`src/rtl/hazard_pkg.sv`:
```
// Shared definitions for the pipeline hazard controller: FSM encoding,
// stage enable/kill masks and default sizes.
package hazard_pkg;

    localparam int AW_DEF   = 4;
    localparam int NREG_DEF = 16;

    typedef enum logic [1:0] {
        RUN   = 2'd0,
        STALL = 2'd1,
        FLUSH = 2'd2
    } state_t;

    // Bit i of a mask refers to pipeline stage i+1
    localparam logic [3:0] EN_ALL     = 4'b1111;
    localparam logic [3:0] EN_STALL   = 4'b1100;
    localparam logic [3:0] EN_NONE    = 4'b0000;
    localparam logic [3:0] KILL_NONE  = 4'b0000;
    localparam logic [3:0] KILL_STALL = 4'b0100;
    localparam logic [3:0] KILL_FLUSH = 4'b0111;
    localparam logic [3:0] KILL_ALL   = 4'b1111;

    // Increment that sticks at all-ones instead of wrapping
    function automatic logic [15:0] sat_inc16(input logic [15:0] v);
        return (v == 16'hFFFF) ? v : (v + 16'd1);
    endfunction

endpackage

```
`src/rtl/hazard_scoreboard.sv`:
```
// Per-register in-flight write counters (2 bits each). Produces the
// effective-busy view (with same-cycle retire bypass), saturation and
// zero flags used by the controller.
import hazard_pkg::*;

module hazard_scoreboard #(
    parameter int NREG = NREG_DEF,
    parameter int AW   = AW_DEF
) (
    input  logic            CLK,
    input  logic            RSTN,
    input  logic            clr,
    input  logic            inc_en,
    input  logic [AW-1:0]   inc_idx,
    input  logic            dec_en,
    input  logic [AW-1:0]   dec_idx,
    output logic [NREG-1:0] eb,
    output logic [NREG-1:0] sat,
    output logic [NREG-1:0] zero,
    output logic [NREG-1:0] busy
);

    logic [1:0]      cnt_r     [NREG];
    logic [1:0]      cnt_nxt_s [NREG];
    logic [NREG-1:0] inc_hit_s;
    logic [NREG-1:0] ret_hit_s;
    logic [NREG-1:0] dec_hit_s;

    // Next counter values and the flags derived from the current counters
    always_comb begin
        inc_hit_s = {NREG{1'b0}};
        ret_hit_s = {NREG{1'b0}};
        dec_hit_s = {NREG{1'b0}};
        eb        = {NREG{1'b0}};
        sat       = {NREG{1'b0}};
        zero      = {NREG{1'b0}};
        busy      = {NREG{1'b0}};
        for (int r = 0; r < NREG; r++) begin
            cnt_nxt_s[r] = cnt_r[r];
            inc_hit_s[r] = inc_en && (inc_idx == AW'(r));
            ret_hit_s[r] = dec_en && (dec_idx == AW'(r));
            // A retire of an idle register never underflows the counter
            dec_hit_s[r] = ret_hit_s[r] && (cnt_r[r] != 2'd0);
            if (clr) begin
                cnt_nxt_s[r] = 2'd0;
            end else if (inc_hit_s[r] && !dec_hit_s[r] && (cnt_r[r] != 2'd3)) begin
                cnt_nxt_s[r] = cnt_r[r] + 2'd1;
            end else if (dec_hit_s[r] && !inc_hit_s[r]) begin
                cnt_nxt_s[r] = cnt_r[r] - 2'd1;
            end else begin
                cnt_nxt_s[r] = cnt_r[r];
            end
            // The last outstanding write retiring this cycle no longer blocks readers
            eb[r]   = (cnt_r[r] != 2'd0) && !(ret_hit_s[r] && (cnt_r[r] == 2'd1));
            sat[r]  = (cnt_r[r] == 2'd3) && !ret_hit_s[r];
            zero[r] = (cnt_r[r] == 2'd0);
            busy[r] = (cnt_r[r] != 2'd0);
        end
    end

    // Counter storage
    always_ff @(posedge CLK or negedge RSTN) begin
        if (!RSTN) begin
            for (int r = 0; r < NREG; r++) begin
                cnt_r[r] <= 2'd0;
            end
        end else begin
            for (int r = 0; r < NREG; r++) begin
                cnt_r[r] <= cnt_nxt_s[r];
            end
        end
    end

endmodule

```
`src/rtl/hazard_ctrl.sv`:
```
// Pipeline sequencing controller for the 4-stage core: stalls decode on
// RAW / scoreboard-saturation hazards and flushes younger stages after a
// taken branch resolved in stage 4.
import hazard_pkg::*;

module hazard_ctrl #(
    parameter int NREG      = NREG_DEF,
    parameter int AW        = AW_DEF,
    parameter int PCW       = 16,
    parameter int FLUSH_CYC = 3
) (
    input  logic            CLK,
    input  logic            RSTN,
    input  logic            ISSUE_VALID,
    input  logic            ISSUE_RD_EN,
    input  logic [AW-1:0]   ISSUE_RD,
    input  logic            ISSUE_RS_EN,
    input  logic [AW-1:0]   ISSUE_RS1,
    input  logic [AW-1:0]   ISSUE_RS2,
    input  logic            RETIRE_EN,
    input  logic [AW-1:0]   RETIRE_RD,
    input  logic            BR_TAKEN,
    input  logic [PCW-1:0]  BR_TARGET,
    output logic            ISSUE_ACK,
    output logic [3:0]      STAGE_EN,
    output logic [3:0]      STAGE_KILL,
    output logic            PC_LOAD,
    output logic [PCW-1:0]  PC_TARGET,
    output logic [NREG-1:0] BUSY_MAP,
    output logic [15:0]     STALL_CNT,
    output logic            ERR
);

    localparam int FCW = (FLUSH_CYC > 1) ? $clog2(FLUSH_CYC) : 1;
    localparam logic [FCW-1:0] FLUSH_LOAD = FCW'(FLUSH_CYC - 1);

    state_t          state_r;
    state_t          state_nxt_s;
    logic [FCW-1:0]  flush_cnt_r;
    logic [15:0]     stall_cnt_r;
    logic            err_r;
    logic            pc_load_r;
    logic [PCW-1:0]  pc_target_r;

    logic            active_s;
    logic            br_go_s;
    logic            dec_req_s;
    logic            hazard_s;
    logic            ack_s;
    logic            inc_en_s;
    logic [3:0]      en_s;
    logic [3:0]      kill_s;
    logic [NREG-1:0] eb_s;
    logic [NREG-1:0] sat_s;
    logic [NREG-1:0] zero_s;
    logic [NREG-1:0] busy_s;

    // RUN and STALL both accept branches and retires; FLUSH ignores them
    assign active_s  = (state_r != FLUSH);
    assign br_go_s   = active_s && BR_TAKEN;
    assign dec_req_s = active_s && RETIRE_EN && !BR_TAKEN;
    assign inc_en_s  = ack_s && ISSUE_RD_EN;

    assign hazard_s = ISSUE_VALID &&
                      ((ISSUE_RS_EN && (eb_s[ISSUE_RS1] || eb_s[ISSUE_RS2])) ||
                       (ISSUE_RD_EN && sat_s[ISSUE_RD]));

    hazard_scoreboard #(
        .NREG (NREG),
        .AW   (AW)
    ) u_sb (
        .CLK     (CLK),
        .RSTN    (RSTN),
        .clr     (br_go_s),
        .inc_en  (inc_en_s),
        .inc_idx (ISSUE_RD),
        .dec_en  (dec_req_s),
        .dec_idx (RETIRE_RD),
        .eb      (eb_s),
        .sat     (sat_s),
        .zero    (zero_s),
        .busy    (busy_s)
    );

    // FSM state register
    always_ff @(posedge CLK or negedge RSTN) begin
        if (!RSTN) begin
            state_r <= RUN;
        end else begin
            state_r <= state_nxt_s;
        end
    end

    // FSM next-state: a branch beats any hazard; FLUSH lasts FLUSH_CYC cycles
    always_comb begin
        state_nxt_s = state_r;
        case (state_r)
            RUN, STALL: begin
                if (BR_TAKEN) begin
                    state_nxt_s = FLUSH;
                end else if (hazard_s) begin
                    state_nxt_s = STALL;
                end else begin
                    state_nxt_s = RUN;
                end
            end
            FLUSH: begin
                if (flush_cnt_r == {FCW{1'b0}}) begin
                    state_nxt_s = RUN;
                end else begin
                    state_nxt_s = FLUSH;
                end
            end
            default: state_nxt_s = RUN;
        endcase
    end

    // FSM outputs: stage masks and issue acceptance, forced safe while in reset
    always_comb begin
        ack_s  = 1'b0;
        en_s   = EN_NONE;
        kill_s = KILL_ALL;
        if (!RSTN) begin
            ack_s  = 1'b0;
            en_s   = EN_NONE;
            kill_s = KILL_ALL;
        end else begin
            case (state_r)
                RUN, STALL: begin
                    if (hazard_s) begin
                        ack_s  = 1'b0;
                        en_s   = EN_STALL;
                        kill_s = KILL_STALL;
                    end else begin
                        // An instruction issued alongside a branch is discarded by the flush
                        ack_s  = ISSUE_VALID && !BR_TAKEN;
                        en_s   = EN_ALL;
                        kill_s = KILL_NONE;
                    end
                end
                FLUSH: begin
                    ack_s  = 1'b0;
                    en_s   = EN_ALL;
                    kill_s = KILL_FLUSH;
                end
                default: begin
                    ack_s  = 1'b0;
                    en_s   = EN_NONE;
                    kill_s = KILL_ALL;
                end
            endcase
        end
    end

    // Flush bubble counter: loaded on branch, counts down while flushing
    always_ff @(posedge CLK or negedge RSTN) begin
        if (!RSTN) begin
            flush_cnt_r <= {FCW{1'b0}};
        end else if (br_go_s) begin
            flush_cnt_r <= FLUSH_LOAD;
        end else if ((state_r == FLUSH) && (flush_cnt_r != {FCW{1'b0}})) begin
            flush_cnt_r <= flush_cnt_r - {{(FCW-1){1'b0}}, 1'b1};
        end else begin
            flush_cnt_r <= flush_cnt_r;
        end
    end

    // Stall statistics and sticky retire-underflow error
    always_ff @(posedge CLK or negedge RSTN) begin
        if (!RSTN) begin
            stall_cnt_r <= 16'd0;
            err_r       <= 1'b0;
        end else begin
            if (active_s && !BR_TAKEN && hazard_s) begin
                stall_cnt_r <= sat_inc16(stall_cnt_r);
            end else begin
                stall_cnt_r <= stall_cnt_r;
            end
            if (dec_req_s && zero_s[RETIRE_RD]) begin
                err_r <= 1'b1;
            end else begin
                err_r <= err_r;
            end
        end
    end

    // PC redirect: one-cycle load pulse and captured target
    always_ff @(posedge CLK or negedge RSTN) begin
        if (!RSTN) begin
            pc_load_r   <= 1'b0;
            pc_target_r <= {PCW{1'b0}};
        end else if (br_go_s) begin
            pc_load_r   <= 1'b1;
            pc_target_r <= BR_TARGET;
        end else begin
            pc_load_r   <= 1'b0;
            pc_target_r <= pc_target_r;
        end
    end

    assign ISSUE_ACK  = ack_s;
    assign STAGE_EN   = en_s;
    assign STAGE_KILL = kill_s;
    assign PC_LOAD    = pc_load_r;
    assign PC_TARGET  = pc_target_r;
    assign BUSY_MAP   = RSTN ? busy_s : {NREG{1'b0}};
    assign STALL_CNT  = stall_cnt_r;
    assign ERR        = err_r;

endmodule

```
`config.mk`:
```
export PLATFORM = sky130hd
export DESIGN_NAME = hazard_ctrl
export DESIGN_NICKNAME = d
export VERILOG_FILES = /design/src/rtl/hazard_pkg.sv /design/src/rtl/hazard_scoreboard.sv /design/src/rtl/hazard_ctrl.sv
export SDC_FILE = /design/constraint.sdc
export NUM_CORES = 1
export LEC_CHECK = 0
export CORE_MARGIN = 3
export CORE_UTILIZATION = 50
export CTS_CLUSTER_SIZE = 14
export DETAILED_ROUTE_END_ITERATION = 12
export PLACE_DENSITY = 0.74
export SYNTH_ARGS = -nofsm -noshare
export SYNTH_HDL_FRONTEND = slang
export SYNTH_SLANG_ARGS = --single-unit
```
`constraint.sdc`:
```
create_clock -name CLK -period 4.45 [get_ports CLK]
set_input_delay 0.89 -clock CLK [delete_from_list [all_inputs] [get_ports CLK]]
set_output_delay 0.89 -clock CLK [all_outputs]
set_load 0.03 [all_outputs]
```
==> out/metrics.yaml, run 1 <==
outcome: "finished clean"
grt_pass1_wl_mm: 31.4
p_leak_nw: 3.40
multiInputGateArea_mm2: 0.00402
slew-limit-headroom: 0.291
port_buffers: 97
crit_fanout: 8
yosysUniqueCellTypes: 76
setup.worst_path.start: "RETIRE_RD[1]"
critical_path_class: "in -> out"
drive_gt1_frac: 0.146
ios: 98
powerDensity_mw_per_mm2: 355
power_frac_seq: 0.300
ctsHoldBuffers: 0
peakVddDrop_mv: 0.397
synthMuxAreaShare: 0.0829
yosysTopAreaCellShare: 0.288
startpoint_type: "primary input"
dr_total_vias: 6188
synth_area_mm2: 0.00608
period_needed_ns: 4.34
yosysTopAreaCell: "dfrtp_1"
drtIter0Drc: 493
hp-class: "in -> async"
tightestPinTransition_ns: 1.06
finalHoldViolCount: 0
drc: 0
die_w_um: 116
pwr-share-clk: 0.305
synth-xor-area-share: 0.0216
ys_async_sr_fraction: 1.00
wl_per_cell_um: 19.7
nets: 941
crit_required_ns: 3.56
synthTopCellsByCount: "nand2_1 (97), dfrtp_1 (70), inv_1 (52)"
power.total_mw: 2.80
worstSetupEndpointType: "primary output"
synth_top_family_by_area: "simple AND/OR/NAND/NOR gates"
seq_area_mm2: 0.00175
yosys_warnings: 0
drv_cap: 0
post-route-period-util: 0.975
cts.clk_slew.worst_paths_ns: 0.06
grt_overflow_total: 0
synth_fa_ha_area_frac: 0.103
synthFlopType: "dfrtp_1"
switching_share: 0.381
p_switching_mw: 1.07
synth-simple-area-share: 0.297
synthCells: 725
die_area_mm2: 0.0135
dpl.hpwl_mm: 14.9
routed_via_density: 6.19
numCtsBuffers: 9
ys_seq_area_frac: 0.288
clk_latency_ns: 0.35
slew_violations: 0
cts_htree_levels: 3
max_freq_mhz: 230
core_mm2: 0.0117
finalSetupViolations: 0
crit_arrival_ns: 3.45
rsz0062_at_grt: "no"
ant_nets: 0
firstDrtPassIters: 5
syn_area_per_cell_um2: 8.39
antenna_found_initial: 0
groute.usage.overall: 0.299
grt_max_degree: 48
synth.area.top_cells: "dfrtp_1 (29%), ha_1 (10%), nand2_1 (6.0%), mux2i_1 (3.8%), inv_1 (3.2%)"
core.rowCount: 39
antenna_cells: 0
initial_core_util: 0.522
utilization: 0.678
combPwrFrac: 0.395
cts.sinks: 70
reg2reg_depth: 11
synth_nets: 814
synth-compound-area-share: 0.145
cts_buffer_depth: 2
area_growth_pct: 29.9
gp_congestion: 0.869
synth-edff-count: 0
die_h_um: 116
yosysMostFrequentCell: "nand2_1"
tritoncts: "done"
fill_cells: 938
internal-power_mw: 1.73
root_buffer: "clkbuf_16"
routed_wl_mm: 19.7
ys_ff_latch: 70
reg2reg_from: "state_r[1]"
finClkSkew_ns: 0.00747
grt_pass1_vias: 6059
[through the flow]
step	setup TNS (ns)	hold slack (ns)	worst slack, ns	std cells	area (µm²)
finish	0	0.444	0.110	1000	7910
global route	0	0.458	0.00110	1000	7910
CTS	0	0.440	0.0129	997	7820
detailed placement	-0.543	0.463	-0.306	981	7460
global placement	-0.614	0.459	-0.367	981	7460
floorplan	0	0.495	0.122	725	6090
[sequential cells by signal, summed over array words and instances, names as in the netlist]
name / flops
flush_cnt_r: 2
PC_LOAD: 1
ERR: 1
u_sb.cnt_r: 32
state_r: 2
PC_TARGET: 16
STALL_CNT: 16
[cell type report]
type                       count  share of cell area
clock buffer                  10              0.0290
clock inverter                 6              0.0150
inverter                      52              0.0247
multi-input combinational    565               0.509
sequential                    70               0.222
tap                          143              0.0226
timing repair buffer         154               0.178
[worst paths after layout]
check | endpoint | slack [ns]
max | ISSUE_ACK | 0.11
min | u_sb.cnt_r[6] | 0.44
min reg2reg | PC_TARGET[3] | 0.48
max in group asynchronous | u_sb.cnt_r[26] | 3.08
max reg2reg | u_sb.cnt_r[24] | 0.74
min in group CLK | PC_TARGET[3] | 0.48
[power groups by stage]
stage               clock network (mW)  logic, mW  registers (mW)
CTS                              0.865       1.10           0.842
detailed placement                   0       1.10           0.850
global route                     0.886       1.20           0.860
global placement                     0       1.08           0.842
finish                           0.855       1.11           0.842
floorplan                            0      0.481            1.01
[critical path, stage by stage]
cell             delay (ns)
clkdlybuf4s50_1        0.48
buf_6                  0.15
and3_1                 0.19
a41oi_1                0.16
buf_4                  0.20
a221o_1                0.35
o2111ai_1              0.08
o211a_1                0.17
nand3_2                0.10
nor2_2                 0.15
o21ai_1                0.09
buf_4                  0.15
nor3_2                 0.11
buf_4                  0.18
[placed cells by master, fill, tap and decap left out, types with 8 or more instances in the layout]
| cell type | count |
|---|---|
| buf_4 | 58 |
| nor4_1 | 13 |
| nand3b_1 | 8 |
| or3_1 | 17 |
| nand3_1 | 21 |
| a21oi_1 | 16 |
| mux2i_1 | 23 |
| and3_1 | 8 |
| nand4_1 | 8 |
| mux2_2 | 12 |
| nor2_1 | 39 |
| clkdlybuf4s50_1 | 87 |
| xor2_1 | 11 |
| inv_1 | 52 |
| ha_1 | 50 |
| nand2_1 | 97 |
| nor2b_1 | 22 |
| a31oi_1 | 9 |
| dfrtp_1 | 70 |
| nand2b_1 | 16 |
| nor3_1 | 26 |
| or4_1 | 21 |
| clkbuf_16 | 9 |
| o21ai_0 | 25 |
[per-layer routing]
layer	routed length, µm	track usage
met1	8800	0.409
met4	561	0.121
met2	9120	0.479
met5	0	0
met3	1180	0.0399
[what timing repair did]
action | CTS | global route
setup buffers | 0 | 3
setup endpoints to repair | 4 | 4
gates resized for setup | 9 | 12
gates cloned | 0 | 0
pin swaps | 0 | 6
[logic make-up after synthesis]
kind of cell    Yosys count
xor+xnor                 15
flops                    70
compound gates          123
fa+ha+maj                50
buf+inv                  90
simple gates            336
mux                      41
No activity file was read; power rests on OpenSTA's default activity.
==> run 2, diff against run 1 <==
PLACE_DENSITY = 0.75   (was 0.74)
SLEW_MARGIN = 20   (was default)
==> run 2 against run 1 <==
  * Maximum frequency fell by 0.21%
  * Count of clock-buffer cells in the layout stayed put
  * Power shrank 5.0%
  * Clock power shrank 16%
==> out/metrics.yaml, run 2 (synthesized netlist as in run 1, its figures left out) <==
critical_path_class: "in -> out"  # unchanged
nets: 937  # was 941
numCtsBuffers: 9  # unchanged
largest_register_ffs: 32  # unchanged
dpl.hpwl_mm: 14.5  # was 14.9 mm
grt_overflow_total: 0  # unchanged
antenna_cells: 0  # unchanged
final_cell_mix: "nand2_1 (97), clkdlybuf4s50_1 (89), dfrtp_1 (70)"  # was nand2_1 (97), clkdlybuf4s50_1 (87), dfrtp_1 (70)
post-route-period-util: 0.977  # was 0.975
powerDensity_mw_per_mm2: 340  # was 355 mW/mm²
tritoncts: "done"  # unchanged
groute.usage.overall: 0.290  # was 0.299
peakVddDrop_mv: 0.380  # was 0.397 mV
initial_core_util: 0.522  # unchanged
grt_max_degree: 40  # was 48
crit_arrival_ns: 3.46  # was 3.45 ns
cts_htree_levels: 3  # unchanged
reg2reg_from: "state_r[1]"  # unchanged
slowest_stage: "clkdlybuf4s50_1"  # unchanged
die_h_um: 116  # unchanged
crit_fanout: 5  # was 8
drc: 0  # unchanged
outcome: "finished clean"  # unchanged
drtIter0Drc: 644  # was 493
port_buffers: 97  # unchanged
holdWs_ns: 0.472  # was 0.444 ns
tightestPinTransition_ns: 0.557  # was 1.06 ns
gp_congestion: 0.930  # was 0.869
wl_per_cell_um: 19.2  # was 19.7 µm
p_leak_nw: 3.37  # was 3.40 nW
clk_latency_ns: 0.35  # about the same
core_mm2: 0.0117  # unchanged
slew-limit-headroom: 0.625  # was 0.291
cts.clk_slew.worst_paths_ns: 0.06  # about the same
hp-start: "PC_TARGET[7]"
ant_nets: 0  # unchanged
antenna_found_initial: 0  # unchanged
die_area_mm2: 0.0135  # unchanged
setup.worst_path.start: "RETIRE_RD[3]"  # was RETIRE_RD[1]
finClkSkew_ns: 0.00651  # was 0.00747 ns
final_common_cell: "nand2_1"  # unchanged
crit_chain: "clkdlybuf4s50_1, and2b_1, and3_2, a31oi_1, o311ai_2, o211a_1, nand3_2, nor2_4, o21ai_1, buf_4, nor3_2, buf_4"  # was clkdlybuf4s50_1, buf_6, and3_1, a41oi_1, buf_4, a221o_1, o2111ai_1, o211a_1, nand3_2, nor2_2, o21ai_1, buf_4, nor3_2, buf_4
routed_wl_mm: 19.1  # was 19.7 mm
hp-class: "reg -> reg"  # was in -> async
grt_pass1_vias: 5986  # was 6059
worstSetupEndpointType: "primary output"  # unchanged
setup-tns-final_ns: 0  # unchanged
ios: 98  # unchanged
cts.sinks: 70  # unchanged
root_buffer: "clkbuf_16"  # unchanged
period_needed_ns: 4.35  # was 4.34 ns
critPathMaxStageDelay_ns: 0.51  # was 0.48 ns
drv_cap: 0  # unchanged
core.rowCount: 39  # unchanged
max_freq_mhz: 230  # about the same
die_w_um: 116  # unchanged
fill_cells: 954  # was 938
crit_top_cell: "buf_4"  # unchanged
slew_violations: 0  # unchanged
grt_pass1_wl_mm: 30.8  # was 31.4 mm
area_growth_pct: 28.8  # was 29.9%
ctsHoldBuffers: 0  # unchanged
drive_gt1_frac: 0.142  # was 0.146
dr_total_vias: 6088  # was 6188
startpoint_type: "primary input"  # unchanged
largest_register: "u_sb.cnt_r"  # unchanged
firstDrtPassIters: 6  # was 5
finalHoldViolCount: 0  # unchanged
finalSetupViolations: 0  # unchanged
cts_buffer_depth: 2  # unchanged
utilization: 0.672  # was 0.678
routed_via_density: 6.12  # was 6.19
crit_required_ns: 3.56  # about the same
-- run 2: cell types whose count changed in the layout (fill, tap and decap cells not counted), sizes merged --
cell and change:
dlymetal6s2s +1, bufinv -2, clkinv +2, dlygate4sd2 -3, inv -1, buf -4, clkdlybuf4s50 +2
-- run 2: power breakdown --
group / leakage, nW / internal, mW / switching, mW / total, mW
clock network: 0.142 / 0.433 / 0.287 / 0.720
logic: 2.31 / 0.425 / 0.678 / 1.10
registers: 0.919 / 0.753 / 0.0877 / 0.840
-- run 2: what timing repair did --
item                       CTS  global route
gates cloned                 0             0
gates resized for setup      2            18
hold endpoints to repair     0             0
setup buffers                0             1
pin swaps                    0             4
setup endpoints to repair    2             4
-- run 2: area by class of cell --
class	instances	area [µm²]	area share
multi-input cells	565	4030	0.514
flip-flops and latches	70	1750	0.223
repair buffers	150	1390	0.177
clock buffers	10	229	0.0292
inverters	52	195	0.0249
well taps	143	179	0.0228
clock inverters	5	61.3	0.00782
-- run 2: layer usage --
metal / wire [µm] / share of wire / track usage / vias up
li1: - / - / - / 2858
met1: 8220 / 0.43 / 0.393 / 2964
met2: 9110 / 0.48 / 0.475 / 240
met3: 1400 / 0.073 / 0.0575 / 26
met4: 339 / 0.018 / 0.0797 / 0
met5: 0 / 0 / 0 / -
-- run 2: final timing paths --
path	end	slack, ns	depth (start not counted)
max	ISSUE_ACK	0.10	12
min	PC_TARGET[7]	0.47	2
max reg2reg	u_sb.cnt_r[7]	0.83	12
min reg2reg	PC_TARGET[7]	0.47	2
max in group asynchronous	u_sb.cnt_r[15]	3.31	2
min in group asynchronous	STALL_CNT[5]	0.49	1
-- run 2: worst max-delay path: cells and delay by family --
| kind | cells | cell delay, ns |
|---|---|---|
| simple gates | 5 | 0.95 |
| buf+inv | 3 | 0.83 |
| compound gates | 4 | 0.77 |
-- run 2: metrics by stage --
stage                     instance area (µm²)  cells  worst slack [ns]  total power [mW]
final                                    7840    995             0.101              2.66
after floorplan                          6090    725             0.122              1.49
after detailed placement                 7460    979            -0.197              1.94
after CTS                                7750    994            0.0153              2.66
after global routing                     7840    995          -0.00239              2.81
after global placement                   7460    979            -0.232              1.91
==> run 3, diff against run 2 <==
CAP_MARGIN = 20   (was default)
CTS_BUF_LIST = sky130_fd_sc_hd__clkbuf_8   (was default)
==> run 3 against run 2 <==
  * Combinational power about the same
  * Critical path depth decreased by 1
  * Final cell count is the same
  * Worst hold slack lost 0.012 ns
  * Sequential cell count unchanged
  * First-iteration DRC count fell by 23%
  * Power shrank 7.8%
  * Utilization down 0.87 points
  * Sequential share of layout area grew 0.29 points
  * Critical endpoint is now STAGE_EN[1]
  * Largest cell class unchanged
  * Largest power group unchanged
==> out/metrics.yaml, run 3 (synthesized netlist as in run 1, its figures left out) <==
drive_gt1_frac: 0.142  # unchanged
final_cell_mix: "nand2_1 (97), clkdlybuf4s50_1 (89), dfrtp_1 (70)"  # unchanged
die_area_mm2: 0.0135  # unchanged
die_h_um: 116  # unchanged
powerDensity_mw_per_mm2: 317  # was 340 mW/mm²
tightestPinTransition_ns: 0.560  # was 0.557 ns
slew_violations: 0  # unchanged
dr_total_vias: 6093  # was 6088
tritoncts: "done"  # unchanged
cts.clk_slew.worst_paths_ns: 0.08  # was 0.06 ns
dpl.hpwl_mm: 14.5  # unchanged
r2r_end: "u_sb.cnt_r[7]"  # unchanged
startpoint_type: "primary input"  # unchanged
ctsHoldBuffers: 0  # unchanged
slew-limit-headroom: 0.624  # was 0.625
port_buffers: 97  # unchanged
grt_pass1_vias: 5986  # unchanged
peakVddDrop_mv: 0.380  # about the same
die_w_um: 116  # unchanged
critical_path.endpoint: "STAGE_EN[1]"  # was ISSUE_ACK
setup-tns-final_ns: 0  # unchanged
clk_latency_ns: 0.37  # was 0.35 ns
crit_required_ns: 3.56  # about the same
finalHoldViolCount: 0  # unchanged
worstSetupEndpointType: "primary output"  # unchanged
gp_congestion: 0.930  # unchanged
numCtsBuffers: 9  # unchanged
post-route-period-util: 0.975  # was 0.977
placed_area_mm2: 0.00746  # unchanged
ios: 98  # unchanged
cts_buffer_depth: 2  # unchanged
antenna_cells: 0  # unchanged
placed_cells: 979  # unchanged
finClkSkew_ns: 0.00952  # was 0.00651 ns
utilization: 0.663  # was 0.672
hp-class: "in -> async"  # was reg -> reg
stdcell_count: 995  # unchanged
finalSetupViolations: 0  # unchanged
drv_cap: 0  # unchanged
holdWs_ns: 0.460  # was 0.472 ns
root_buffer: "clkbuf_8"  # was clkbuf_16
setup.worst_path.start: "RETIRE_RD[3]"  # unchanged
slowest_stage: "clkdlybuf4s50_1"  # unchanged
area_growth_pct: 27.1  # was 28.8%
grt_max_degree: 40  # unchanged
p_leak_nw: 3.33  # was 3.37 nW
critPathMaxStageDelay_ns: 0.57  # was 0.51 ns
cts.sinks: 70  # unchanged
routed_via_density: 6.12  # about the same
grt_pass1_wl_mm: 30.4  # was 30.8 mm
routed_wl_mm: 18.9  # was 19.1 mm
largest_register_ffs: 32  # unchanged
reg2reg_depth: 12  # unchanged
final_common_cell: "nand2_1"  # unchanged
antenna_found_initial: 0  # unchanged
nets: 937  # unchanged
reg2reg_from: "state_r[1]"  # unchanged
max_freq_mhz: 231  # was 230 MHz
layout_setup_ws_ns: 0.112  # was 0.101 ns
crit_arrival_ns: 3.45  # was 3.46 ns
grt_overflow_total: 0  # unchanged
fill_cells: 969  # was 954
drtIter0Drc: 498  # was 644
crit_top_cell: "buf_4"  # unchanged
r2r_slack_ns: 0.84  # was 0.83 ns
path_delay_family: "buffers and inverters"  # was simple AND/OR/NAND/NOR gates
critical_path_class: "in -> out"  # unchanged
wl_per_cell_um: 19.0  # was 19.2 µm
crit_buf_inv: 3  # unchanged
firstDrtPassIters: 6  # unchanged
initial_core_util: 0.522  # unchanged
power.total_mw: 2.45  # was 2.66 mW
dp_slack_ns: -0.197  # unchanged
outcome: "finished clean"  # unchanged
design_area_mm2: 0.00774  # was 0.00784 mm²
cts_htree_levels: 3  # unchanged
core_mm2: 0.0117  # unchanged
drc: 0  # unchanged
crit_chain: "clkdlybuf4s50_1, and2b_1, and3_2, a311oi_2, nor3_1, a211o_1, nand3_2, nor2_4, buf_4, o31a_1, buf_4"  # was clkdlybuf4s50_1, and2b_1, and3_2, a31oi_1, o311ai_2, o211a_1, nand3_2, nor2_4, o21ai_1, buf_4, nor3_2, buf_4
core.rowCount: 39  # unchanged
path_depth: 11  # was 12
ant_nets: 0  # unchanged
groute.usage.overall: 0.287  # was 0.290
period_needed_ns: 4.34  # was 4.35 ns
crit_fanout: 5  # unchanged
largest_register: "u_sb.cnt_r"  # unchanged
## run 3: power by group
group / internal [mW] / switching (mW)
combinational: 0.425 / 0.674
clock: 0.256 / 0.261
sequential: 0.751 / 0.0881
## run 3: how the worst min path moves through the flow
stage | cells after the start | endpoint | start
after global routing | 1 | u_sb.cnt_r[26] | RSTN
after detailed placement | 2 | PC_TARGET[7] | PC_TARGET[7]
after global placement | 2 | PC_TARGET[7] | PC_TARGET[7]
after floorplan | 2 | flush_cnt_r[1] | flush_cnt_r[1]
after CTS | 1 | STALL_CNT[5] | RSTN
final | 1 | STALL_CNT[5] | RSTN
## run 3: worst register-to-register path, cell delays in order, from the launching register on
cell	delay [ns]
dfrtp_1	0.45
nand2b_1	0.38
buf_4	0.24
nand3_1	0.17
buf_4	0.20
o21ai_0	0.13
and4_1	0.22
a211oi_2	0.07
buf_4	0.23
or4_1	0.54
nor2_1	0.35
mux2_2	0.39
a21oi_1	0.16
## run 3: cell type report
cell class / count / area [µm²] / share of cell area
Multi-Input combinational cell: 565 / 4030 / 0.521
Sequential cell: 70 / 1750 / 0.226
Timing Repair Buffer: 150 / 1390 / 0.180
Inverter: 52 / 195 / 0.0252
Tap cell: 143 / 179 / 0.0231
Clock buffer: 9 / 124 / 0.0160
Clock inverter: 6 / 65.1 / 0.00841
## run 3: what timing repair did
item | CTS | global route
endpoints found under the hold margin | 0 | 0
endpoints found under the setup margin | 2 | 4
pin swaps | 0 | 4
resized for setup | 2 | 18
setup buffers | 0 | 1
## run 3: metal layers
layer,up-vias,global-route usage,part of all wire
met5,-,0,0
met4,0,0.0928,0.022
met3,30,0.0487,0.073
met2,226,0.467,0.48
met1,2983,0.389,0.43
li1,2854,-,-
